===== config.mk =====
export PLATFORM = sky130hd
export DESIGN_NAME = uart_rx_top
export DESIGN_NICKNAME = d
export VERILOG_FILES = /design/src/rtl/uart_rx_top.sv
export SDC_FILE = /design/constraint.sdc
export NUM_CORES = 1
export LEC_CHECK = 0
export ABC_AREA = 1
export CAP_MARGIN = 20
export CORE_MARGIN = 5
export CORE_UTILIZATION = 40
export DETAILED_ROUTE_END_ITERATION = 8
export GPL_TIMING_DRIVEN = 0
export PLACE_DENSITY_LB_ADDON = 0.2
export RECOVER_POWER = 100
export SLEW_MARGIN = 20
export SYNTH_ARGS = -nofsm -noshare
export SYNTH_HDL_FRONTEND = slang
export SYNTH_SLANG_ARGS = --single-unit

===== constraint.sdc =====
create_clock -name CLK -period 4.7 [get_ports CLK]
set_input_delay 0.47 -clock CLK [delete_from_list [all_inputs] [get_ports CLK]]
set_output_delay 0.47 -clock CLK [all_outputs]
set_load 0.02 [all_outputs]

===== src/rtl/uart_rx_top.sv =====
// UART receiver: oversamples RX_IN, majority-votes the bit centres, deserialises LSB-first,
// then checks optional parity and stop bit and reports one-cycle valid/error pulses.
module uart_rx_top #(
    parameter int DATA_WIDTH = 8
) (
    input  logic                  CLK,
    input  logic                  RST,
    input  logic                  RX_IN,
    input  logic [5:0]            PRESCALE,
    input  logic                  PAR_EN,
    input  logic                  PAR_TYP,
    output logic [DATA_WIDTH-1:0] P_DATA,
    output logic                  DATA_VALID,
    output logic                  PAR_ERR,
    output logic                  STP_ERR
);

    localparam int BW = $clog2(DATA_WIDTH + 3);

    typedef enum logic [2:0] {IDLE, START, DATA, PARITY, STOP, DONE} state_t;

    state_t                  state_reg, state_next;
    logic [5:0]              edge_cnt_reg;
    logic [BW-1:0]           bit_cnt_reg;
    logic [5:0]              prescale_reg;
    logic                    par_en_reg, par_typ_reg;
    logic                    samp_a_reg, samp_b_reg;
    logic [DATA_WIDTH-1:0]   shift_reg;
    logic                    par_bad_reg;
    logic [DATA_WIDTH-1:0]   p_data_reg;
    logic                    data_valid_reg, par_err_reg, stp_err_reg;

    logic [5:0]              half;
    logic                    bit_end, at_samp_a, at_samp_b, at_last;
    logic                    vote_now, last_data;
    logic [DATA_WIDTH-1:0]   bit_sel;

    assign half      = {1'b0, prescale_reg[5:1]};
    assign bit_end   = (edge_cnt_reg == prescale_reg - 6'd1);
    assign at_samp_a = (edge_cnt_reg == half - 6'd1);
    assign at_samp_b = (edge_cnt_reg == half);
    assign at_last   = (edge_cnt_reg == half + 6'd1);
    assign last_data = (bit_cnt_reg == BW'(DATA_WIDTH));

    // The third sample is taken live so every decision lands on the cycle the vote completes.
    assign vote_now  = (samp_a_reg & samp_b_reg) | (samp_a_reg & RX_IN) | (samp_b_reg & RX_IN);

    generate
        for (genvar gi = 0; gi < DATA_WIDTH; gi++) begin : g_sel
            assign bit_sel[gi] = (bit_cnt_reg == BW'(gi + 1));
        end
    endgenerate

    always_comb begin
        state_next = state_reg;
        case (state_reg)
            IDLE:    if (!RX_IN) state_next = START;
            START: begin
                if (at_last && vote_now) state_next = IDLE;
                else if (bit_end)        state_next = DATA;
            end
            DATA:    if (bit_end && last_data) state_next = par_en_reg ? PARITY : STOP;
            PARITY:  if (bit_end) state_next = STOP;
            STOP:    if (at_last) state_next = DONE;
            DONE:    state_next = IDLE;
            default: state_next = IDLE;
        endcase
    end

    always_ff @(posedge CLK or negedge RST) begin
        if (!RST) begin
            state_reg    <= IDLE;
            edge_cnt_reg <= '0;
            bit_cnt_reg  <= '0;
            prescale_reg <= 6'd8;
            par_en_reg   <= 1'b0;
            par_typ_reg  <= 1'b0;
        end else begin
            state_reg <= state_next;
            if (state_reg == IDLE) begin
                bit_cnt_reg  <= '0;
                edge_cnt_reg <= RX_IN ? 6'd0 : 6'd1;
                if (!RX_IN) begin
                    prescale_reg <= (PRESCALE == 6'd16 || PRESCALE == 6'd32) ? PRESCALE : 6'd8;
                    par_en_reg   <= PAR_EN;
                    par_typ_reg  <= PAR_TYP;
                end
            end else if (state_next == IDLE) begin
                edge_cnt_reg <= '0;
                bit_cnt_reg  <= '0;
            end else if (bit_end) begin
                edge_cnt_reg <= '0;
                bit_cnt_reg  <= bit_cnt_reg + 1'b1;
            end else begin
                edge_cnt_reg <= edge_cnt_reg + 6'd1;
            end
        end
    end

    always_ff @(posedge CLK or negedge RST) begin
        if (!RST) begin
            samp_a_reg     <= 1'b1;
            samp_b_reg     <= 1'b1;
            shift_reg      <= '0;
            par_bad_reg    <= 1'b0;
            p_data_reg     <= '0;
            data_valid_reg <= 1'b0;
            par_err_reg    <= 1'b0;
            stp_err_reg    <= 1'b0;
        end else begin
            data_valid_reg <= 1'b0;
            par_err_reg    <= 1'b0;
            stp_err_reg    <= 1'b0;
            if (state_reg != IDLE && at_samp_a) samp_a_reg <= RX_IN;
            if (state_reg != IDLE && at_samp_b) samp_b_reg <= RX_IN;
            if (state_reg == IDLE) par_bad_reg <= 1'b0;
            if (state_reg == DATA && at_last) begin
                for (int i = 0; i < DATA_WIDTH; i++) begin
                    if (bit_sel[i]) shift_reg[i] <= vote_now;
                end
            end
            if (state_reg == PARITY && at_last)
                par_bad_reg <= vote_now != ((^shift_reg) ^ par_typ_reg);
            if (state_reg == STOP && at_last) begin
                if (!par_bad_reg && vote_now) begin
                    data_valid_reg <= 1'b1;
                    p_data_reg     <= shift_reg;
                end else begin
                    par_err_reg <= par_bad_reg;
                    stp_err_reg <= !vote_now;
                end
            end
        end
    end

    assign P_DATA     = p_data_reg;
    assign DATA_VALID = data_valid_reg;
    assign PAR_ERR    = par_err_reg;
    assign STP_ERR    = stp_err_reg;

endmodule


==> reports/qor.csv, run 1 <==
metric,value,unit
Final nets,407,
drt via density,4.74,
largest net degree at the start of global routing,28,
yosys warns,0,
"Setup Fix Bufs, Post-CTS",0,
drt wl/cell,11.7,um
CP arrival,3220,ps
worst flop-to-flop path startpoint,prescale_reg[2],
TritonCTS clock tree,built,
maxcap violations,0,
final WL,5450,um
share of cells above drive strength 1,0.0593,
sequential area share after synthesis,0.406,
Area growth syn-to-layout,13.4,%
fmax,0.329,GHz
Antenna diodes,0,
Crit Reg-Reg Endpoint,edge_cnt_reg[3],
met2 Use GR,0.222,
Synth cell types,32,
Setup WS pre-CTS,2290,ps
Num CTS Buffers,5,
DP HPWL,4290,um
"Hold Vio Cnt, Final",0,
Starting Density,0.414,
RSZ-0062 raised after global routing,no,
Worst setup SP type,flop,
post-route ant nets,0,
CP Class,reg2reg,
die area,0.00837,sq mm
total global-route track usage,0.146,
Power Density,383,mW/mm^2
Tcrit/Tclk final,0.646,
fin. max-slew vios,0,
Rows,29,
post-route minimum period,3040,ps
Worst Hold Class,in2async,
r2r worst-path depth,15,
Via Count,2203,
total grt overflow,0,
die height,91.5,um
"Avg Cell Area, Syn",7.42,sq um
clk slew on worst S/H paths,90,ps
initial DRC count,81,
CP cell instances,"inv_1, ha_1, inv_1, nor3_1, nand3_1, nand2_1, nand2_1, nor2_1, nand3_2, nand2_1, nor2_1, nor2_1, nand2_4, nand2_1, nor2_1",
worst-margin pin slew,1450,ps
top_reg_cell synth,dfrtp_1,
Core Area,0.00642,sq mm
post-synth net total,378,
post-cts resize count,0,
Post-synth EDFFs,0,
Worst Setup End Kind,flop,
final setup vio count,0,
status,"finished, final reports clean",
grt met1 use,0.210,
num ports,22,
peak supply drop,188,uV
gp weighted congestion,0.852,
Mapped Area,0.00266,sq mm
Seq cells post-synth,43,
Worst path top cell family by delay,simple AND/OR/NAND/NOR gates,
clk sink count,43,
Port Buffer Count,21,
Pre-antenna DRT Iters,4,
clk_lat worst skew,300,ps
setup TNS,0,ps
Synth Instances,358,
async set-or-reset flop fraction in the synthesized netlist,1.00,
H-tree levels,2,
R2R setup slack,1660,ps
relative slew slack,0.0352,
grt met3 use,0.0364,
initial antenna violation count,0,
clk root buf,clkbuf_8,
Bufs and invs on worst path,2,
vias in the first global route,2103,
gr busiest metal,met2,
P_leak,1.59,nW
FILL cells,667,
Longest Clk Path Bufs,2,
CP max stage delay,480,ps
Crit Path Max Fanout,8,
Required @ worst endpoint,4890,ps
first-pass GRT wire length,9930,um
Final Worst Setup Slack,1660,ps
CP max-delay cell,dfrtp_1,
clock skew,10.2,ps
hold-fix buffers at CTS,0,
Die Width,91.5,um
drt drc,0,
-- cell usage after synthesis, types with 4 or more instances --
master	count	area share
dfrtp_1	40	0.38
nor2_2	6	0.014
xnor2_1	7	0.023
nor3_1	7	0.013
inv_1	50	0.071
ha_1	9	0.042
nand3_1	29	0.055
nand2_1	111	0.16
inv_2	5	0.0071
xor2_1	13	0.043
nand4_1	4	0.0094
nor2_1	33	0.047
o21ai_0	15	0.028
-- placed cells by master, fill, tap and decap left out, drive strengths merged, types with 9 or more instances in the layout --
cell type and count:
xor2 13, nor2 41, clkdlybuf4s50 9, nand2 115, nor3 9, inv 56, dlygate4sd3 11, ha 9
nand3 32, dfrtp 40, o21ai 16
-- report_power, final --
group	switching (mW)	internal (mW)	total, mW
registers	0.0424	0.424	0.466
clock network	0.138	0.106	0.244
logic	0.288	0.156	0.443
total	0.468	0.686	1.15
-- through the flow --
stage	utilization	cell area [sq um]	hold WS [ps]	power (mW)	std cells
2_1_floorplan	-	2660	174	0.837	358
3_3_place_gp	0.462	2960	462	0.941	456
3_5_place_dp	0.464	2980	431	0.951	457
4_1_cts	0.478	3070	99.0	1.20	465
5_1_grt	0.469	3010	349	1.27	465
6_report	0.469	3010	269	1.15	465
-- how the worst max path moves through the flow --
stage | from | end | slack [ps] | cells past startpoint
floorplan | prescale_reg[2] | edge_cnt_reg[3] | 2690 | 15
global placement | RST | P_DATA[5] | 1930 | 1
detailed placement | RX_IN | edge_cnt_reg[3] | 2290 | 12
CTS | prescale_reg[2] | edge_cnt_reg[3] | 2300 | 17
global route | prescale_reg[2] | edge_cnt_reg[4] | 1310 | 15
finish | prescale_reg[2] | edge_cnt_reg[3] | 1660 | 15
-- cells by family after synthesis --
family,Yosys count,synth area share
buffers and inverters,58,0.0890
AOI/OAI and AO/OA,24,0.0513
adders and majority gates,9,0.0424
DFF,43,0.406
xor gates and xnor gates,20,0.0659
and+or+nand+nor,204,0.345
-- layer usage --
metal / routed length [um] / up-vias
met4: 57 / 0
met5: 0 / -
met3: 192 / 6
met2: 2390 / 33
li1: - / 1167
met1: 2810 / 997
-- layout make-up --
type / instances / area [sq um] / area share
buffer: 3 / 30.0 / 0.00997
clock buffer: 5 / 68.8 / 0.0228
clock inverter: 3 / 23.8 / 0.00789
inverter: 55 / 206 / 0.0685
multi-input combinational: 257 / 1300 / 0.431
sequential: 43 / 1080 / 0.358
tap: 77 / 96.3 / 0.0320
timing repair buffer: 22 / 208 / 0.0689
No activity file was read; power rests on OpenSTA's default activity.
==> run 2: changes to the inputs <==
==> constraint.sdc (replaced) <==
create_clock -name CLK -period 2.6 [get_ports CLK]
set_input_delay 0.26 -clock CLK [delete_from_list [all_inputs] [get_ports CLK]]
set_output_delay 0.26 -clock CLK [all_outputs]
set_load 0.02 [all_outputs]
==> run 2 against run 1 <==
  * Global-route usage unchanged
  * Final cell count up 0.22%
  * Die area unchanged
  * Routed wire length down 0.40%
  * Sequential share of layout area down 0.59 points
  * Clock skew about the same
  * Combinational power up 93%
  * Hold slack better by 210 ps
  * Via count down 0.50%
  * Fmax up 30%
  * Power up 86%
  * Largest cell class unchanged
  * Largest power group is now combinational logic
==> reports/qor.csv, run 2 (synthesis gave the netlist of run 1 again) <==
metric,value,unit,change
status,"finished, final reports clean",,
"commonest non-fill, non-tap cell in the layout",nand2_1,,
clk slew on worst S/H paths,90,ps,about the same
Longest Clk Path Bufs,2,,unchanged
peak supply drop,346,uV,+84%
Crit Path Max Fanout,8,,unchanged
Via Count,2192,,-0.50%
Worst Hold Class,reg2reg,,
area of the multi-input gates,0.00134,sq mm,+3.4%
P_leak,1.60,nW,+0.43%
initial antenna violation count,0,,unchanged
num ports,22,,unchanged
Pre-antenna DRT Iters,4,,unchanged
Starting Density,0.414,,unchanged
number of placed instances with taps included,457,,unchanged
TritonCTS clock tree,built,,
Power Density,697,mW/mm^2,+82%
r2r worst-path depth,15,,unchanged
fmax,0.429,GHz,+30%
DP HPWL,4290,um,unchanged
die height,91.5,um,unchanged
CP max stage delay,450,ps,-30 ps
setup TNS,0,ps,unchanged
CP cell instances,"inv_1, ha_1, inv_1, nor3_4, nand3_1, nand2_1, nand2_2, nor2_4, nand3_2, nand2_2, nand3_2, nor2_4, nand2_4, nand2_4, nor2_1",,
clock skew,9.71,ps,-0.481 ps
die area,0.00837,sq mm,unchanged
register area,0.00108,sq mm,+0.23%
fin. max-slew vios,0,,unchanged
share of cells above drive strength 1,0.0925,,+0.0333
Final nets,408,,+0.25%
Antenna diodes,0,,unchanged
clk root buf,clkbuf_8,,
RSZ-0062 raised after global routing,no,,
gp weighted congestion,0.852,,unchanged
clk_lat worst skew,300,ps,about the same
post-route non-filler standard cell count,466,,+0.22%
Rows,29,,unchanged
first-pass GRT wire length,9940,um,about the same
vias in the first global route,2107,,+0.19%
clk sink count,43,,unchanged
Core Area,0.00642,sq mm,unchanged
maxcap violations,0,,unchanged
final WL,5430,um,-0.40%
Port Buffer Count,21,,unchanged
Worst Setup End Kind,flop,,
"Hold Vio Cnt, Final",0,,unchanged
CP arrival,2530,ps,-690 ps
Worst setup SP type,flop,,
drt via density,4.70,,-0.71%
post-route minimum period,2330,ps,-706 ps
Num CTS Buffers,5,,unchanged
"Setup Fix Bufs, Post-CTS",0,,unchanged
drt wl/cell,11.7,um,-0.62%
total grt overflow,0,,unchanged
worst-margin pin slew,922,ps,-526 ps
drt drc,0,,unchanged
post-route ant nets,0,,unchanged
initial DRC count,121,,+49%
largest net degree at the start of global routing,28,,unchanged
CP Class,reg2reg,,
H-tree levels,2,,unchanged
Min-Delay Path Depth,2,,
Die Width,91.5,um,unchanged
Area growth syn-to-layout,15.5,%,
Tcrit/Tclk final,0.896,,+0.250
CP max-delay cell,dfrtp_2,,
"commonest cells after routing, fill and taps aside","nand2_1, inv_1, dfrtp_1, nor2_1, nand3_1",,
final setup vio count,0,,unchanged
total global-route track usage,0.146,,unchanged
FILL cells,656,,-1.6%
relative slew slack,0.386,,+0.350
Required @ worst endpoint,2800,ps,-2090 ps
[run 2: path summary, 6_finish.rpt]
check	to	slack, ps	from
max reg2reg	edge_cnt_reg[4]	270	prescale_reg[1]
max	edge_cnt_reg[4]	270	prescale_reg[1]
min	P_DATA[7]	480	P_DATA[7]
min in group asynchronous	edge_cnt_reg[2]	600	RST
max in group asynchronous	prescale_reg[2]	790	RST
min reg2reg	P_DATA[7]	480	P_DATA[7]
[run 2: power by group]
part           internal, mW  total [mW]  switching [mW]
combinational         0.306       0.857           0.551
clock                 0.192       0.440           0.248
sequential            0.766       0.843          0.0767
[run 2: critical path: cells and delay by family (launching register included)]
family                   cells  cell delay (ps)
buffers and inverters        2              230
flip-flops                   1              450
adder cells (fa/ha/maj)      1              270
AND/OR/NAND/NOR             12             1270
[run 2: per-stage QoR]
stage | hold slack (ps) | power, mW | util | setup slack, ps | cell area (sq um)
2_1_floorplan | -35.6 | 1.51 | - | 588 | 2660
3_3_place_gp | 462 | 1.70 | 0.462 | 36.3 | 2960
3_5_place_dp | 221 | 1.72 | 0.464 | 229 | 2980
4_1_cts | 423 | 2.17 | 0.480 | 198 | 3080
5_1_grt | 495 | 2.36 | 0.478 | 12.7 | 3070
6_report | 476 | 2.14 | 0.478 | 270 | 3070
[run 2: layout make-up]
cell class,count,share of cell area
timing repair buffer,23,0.0713
multi-input combinational,257,0.438
buffer,3,0.00978
sequential,43,0.352
clock inverter,3,0.00774
clock buffer,5,0.0224
inverter,55,0.0672
tap,77,0.0314
[run 2: metal layers]
metal,vias to the layer above,GRT usage,share of wire
li1,1169,-,-
met1,982,0.210,0.52
met2,35,0.222,0.43
met3,6,0.0364,0.035
met4,0,0.0302,0.010
met5,-,0,0
[run 2: what timing repair did]
action | 4_1_cts | 5_1_grt
hold buffers | 1 | 0
endpoints found under the hold margin | 13 | 0
resized for setup | 0 | 3
setup endpoints to repair | 0 | 25
==> run 3: changes to the inputs <==
--- a/config.mk
+++ b/config.mk
@@ -10,7 +10,6 @@
 export CORE_MARGIN = 5
 export CORE_UTILIZATION = 40
 export DETAILED_ROUTE_END_ITERATION = 8
-export GPL_TIMING_DRIVEN = 0
 export PLACE_DENSITY_LB_ADDON = 0.2
 export RECOVER_POWER = 100
 export SLEW_MARGIN = 20
==> run 3 against run 2 <==
  * Sequential power rose by 2%
  * Critical path type unchanged
  * Final area shrank 0.77%
  * Clock skew shrank 3.8 ps
  * Core utilization fell by 0.37 points
  * First-iteration DRC count rose by 9.1%
  * Register-to-register slack gained 20 ps
  * Critical endpoint is now edge_cnt_reg[5]
  * Combinational power fell by 5.4%
  * Global-route usage shrank 1.0 points
  * Non-clock buffer count down 1
  * Critical path depth grew 2
  * Clock power about the same
==> reports/qor.csv, run 3 (synthesis gave the netlist of run 1 again) <==
metric,value,unit,change
status,"finished, final reports clean",,
CP max-delay cell,dfrtp_2,,
largest net degree at the start of global routing,44,,+57%
Port Buffer Count,21,,unchanged
clk_lat worst skew,300,ps,about the same
maxcap violations,0,,unchanged
Worst setup startpoint,prescale_reg[2],,
Min-Delay Path Depth,2,,unchanged
P_leak,1.59,nW,-0.66%
num ports,22,,unchanged
first-pass GRT wire length,9340,um,-6.0%
Required @ worst endpoint,2790,ps,about the same
post-route non-filler standard cell count,465,,-0.21%
Num CTS Buffers,5,,unchanged
CP Class,reg2reg,,
Area growth syn-to-layout,14.6,%,
hold_ws,475,ps,-0.553 ps
"commonest cells after routing, fill and taps aside","nand2_1, inv_1, dfrtp_1, nor2_1, nand3_1",,
DP HPWL,4210,um,-2.0%
H-tree levels,2,,unchanged
initial antenna violation count,0,,unchanged
fin. max-slew vios,0,,unchanged
gp weighted congestion,0.925,,+8.6%
Core Area,0.00642,sq mm,unchanged
clk root buf,clkbuf_8,,
fmax,0.433,GHz,+0.84%
post-route ant nets,0,,unchanged
vias in the first global route,1968,,-6.6%
Comb pwr share,0.384,,-0.017
CP max stage delay,440,ps,about the same
total global-route track usage,0.136,,-0.00997
post-route minimum period,2310,ps,-19.4 ps
sequential power share,0.407,,+0.013
Worst path top cell family by delay,simple AND/OR/NAND/NOR gates,,
clk slew on worst S/H paths,90,ps,about the same
drt drc,0,,unchanged
R2R setup slack,290,ps,+20 ps
RSZ-0062 raised after global routing,no,,
P_sw,864,uW,-1.4%
Placed Area,0.00295,sq mm,-0.92%
Final nets,407,,-0.25%
Worst Setup End Kind,flop,,
Worst setup SP type,flop,,
worst-margin pin slew,1070,ps,+150 ps
internal power,1.25,mW,-1.2%
Crit Path Max Fanout,8,,unchanged
clock power share,0.209,,+0.003
Pre-antenna DRT Iters,5,,+1
Crit Reg-Reg Endpoint,edge_cnt_reg[5],,
die height,91.5,um,unchanged
final setup vio count,0,,unchanged
relative slew slack,0.286,,-0.0998
Final Core Density,0.474,,-0.00370
number of placed instances with taps included,456,,-0.22%
clock skew,5.91,ps,-3.80 ps
clk sink count,43,,unchanged
CP arrival,2500,ps,-30 ps
Hold Path End,P_DATA[1],,
initial DRC count,132,,+9.1%
Finished Cell Area,0.00305,sq mm,-0.77%
CP cell instances,"inv_2, ha_1, inv_1, nand2_1, nand2_1, nor2_1, nand2_1, nor2_1, nand3_1, nand2_1, nand2_1, nand2_1, nand2_1, nor2_2, nand2_4, nand2_4, nor2_1",,
share of cells above drive strength 1,0.0825,,-0.0101
Die Width,91.5,um,unchanged
crit-path most repeated cell,nand2_1,,
Starting Density,0.414,,unchanged
Antenna diodes,0,,unchanged
r2r worst-path depth,17,,+2
drt wl/cell,11.7,um,+0.36%
peak supply drop,261,uV,-24%
worst flop-to-flop path startpoint,prescale_reg[2],,
Longest Clk Path Bufs,2,,unchanged
Tcrit/Tclk final,0.889,,-0.00747
drt via density,4.71,,+0.12%
Power Density,693,mW/mm^2,-0.50%
"Hold Vio Cnt, Final",0,,unchanged
die area,0.00837,sq mm,unchanged
Bufs and invs on worst path,2,,unchanged
Worst Hold Class,reg2reg,,
final WL,5440,um,+0.15%
"commonest non-fill, non-tap cell in the layout",nand2_1,,
total grt overflow,0,,unchanged
Via Count,2190,,-0.091%
switch share,0.409,,about the same
hold_sp,P_DATA[1],,
Rows,29,,unchanged
TritonCTS clock tree,built,,
setup TNS,0,ps,unchanged
-- run 3: stage by stage --
step / total power [mW] / setup WS, ps
detailed placement: 1.70 / 235
global route: 2.30 / 18.6
CTS: 2.15 / 213
global placement: 1.69 / 261
finish: 2.11 / 290
floorplan: 1.51 / 588
-- run 3: cell type report --
type	instances	area, sq um
Fill cell	658	3380
Multi-Input combinational cell	257	1340
Sequential cell	43	1080
Timing Repair Buffer	25	230
Inverter	55	206
Tap cell	77	96.3
Clock buffer	5	68.8
Clock inverter	3	23.8
-- run 3: worst max-delay path by stage --
stage | end | slack, ps | depth (start not counted)
3_5_place_dp | edge_cnt_reg[4] | 230 | 17
5_1_grt | edge_cnt_reg[5] | 20 | 17
2_1_floorplan | edge_cnt_reg[3] | 590 | 15
6_report | edge_cnt_reg[5] | 290 | 17
4_1_cts | edge_cnt_reg[4] | 210 | 17
3_3_place_gp | edge_cnt_reg[4] | 260 | 17
-- run 3: repair_timing --
action | 4_1_cts | 5_1_grt
endpoints found under the setup margin | 0 | 17
setup buffers | 0 | 0
hold buffers | 0 | 1
endpoints found under the hold margin | 0 | 12
resized for setup | 0 | 3
-- run 3: tightest hold or removal path: cells and delay by family (launching register included) --
kind | cells | cell delay [ps]
DFF | 1 | 350
and+or+nand+nor | 2 | 100
-- run 3: routing by layer --
metal | share of wire | wire [um] | vias up | global-route usage
met5 | 0 | 0 | - | 0
met4 | 0.0092 | 50 | 0 | 0.0339
met3 | 0.060 | 326 | 6 | 0.0405
met2 | 0.42 | 2260 | 46 | 0.194
met1 | 0.52 | 2800 | 969 | 0.200
li1 | - | - | 1169 | -
-- run 3: power by group through the flow --
stage          Combinational, mW  Sequential [mW]  Clock (mW)
6_report                   0.811            0.861       0.441
3_5_place_dp               0.827            0.874           0
5_1_grt                    0.926            0.876       0.493
4_1_cts                    0.833            0.861       0.460
3_3_place_gp               0.819            0.875           0
2_1_floorplan              0.676            0.837           0
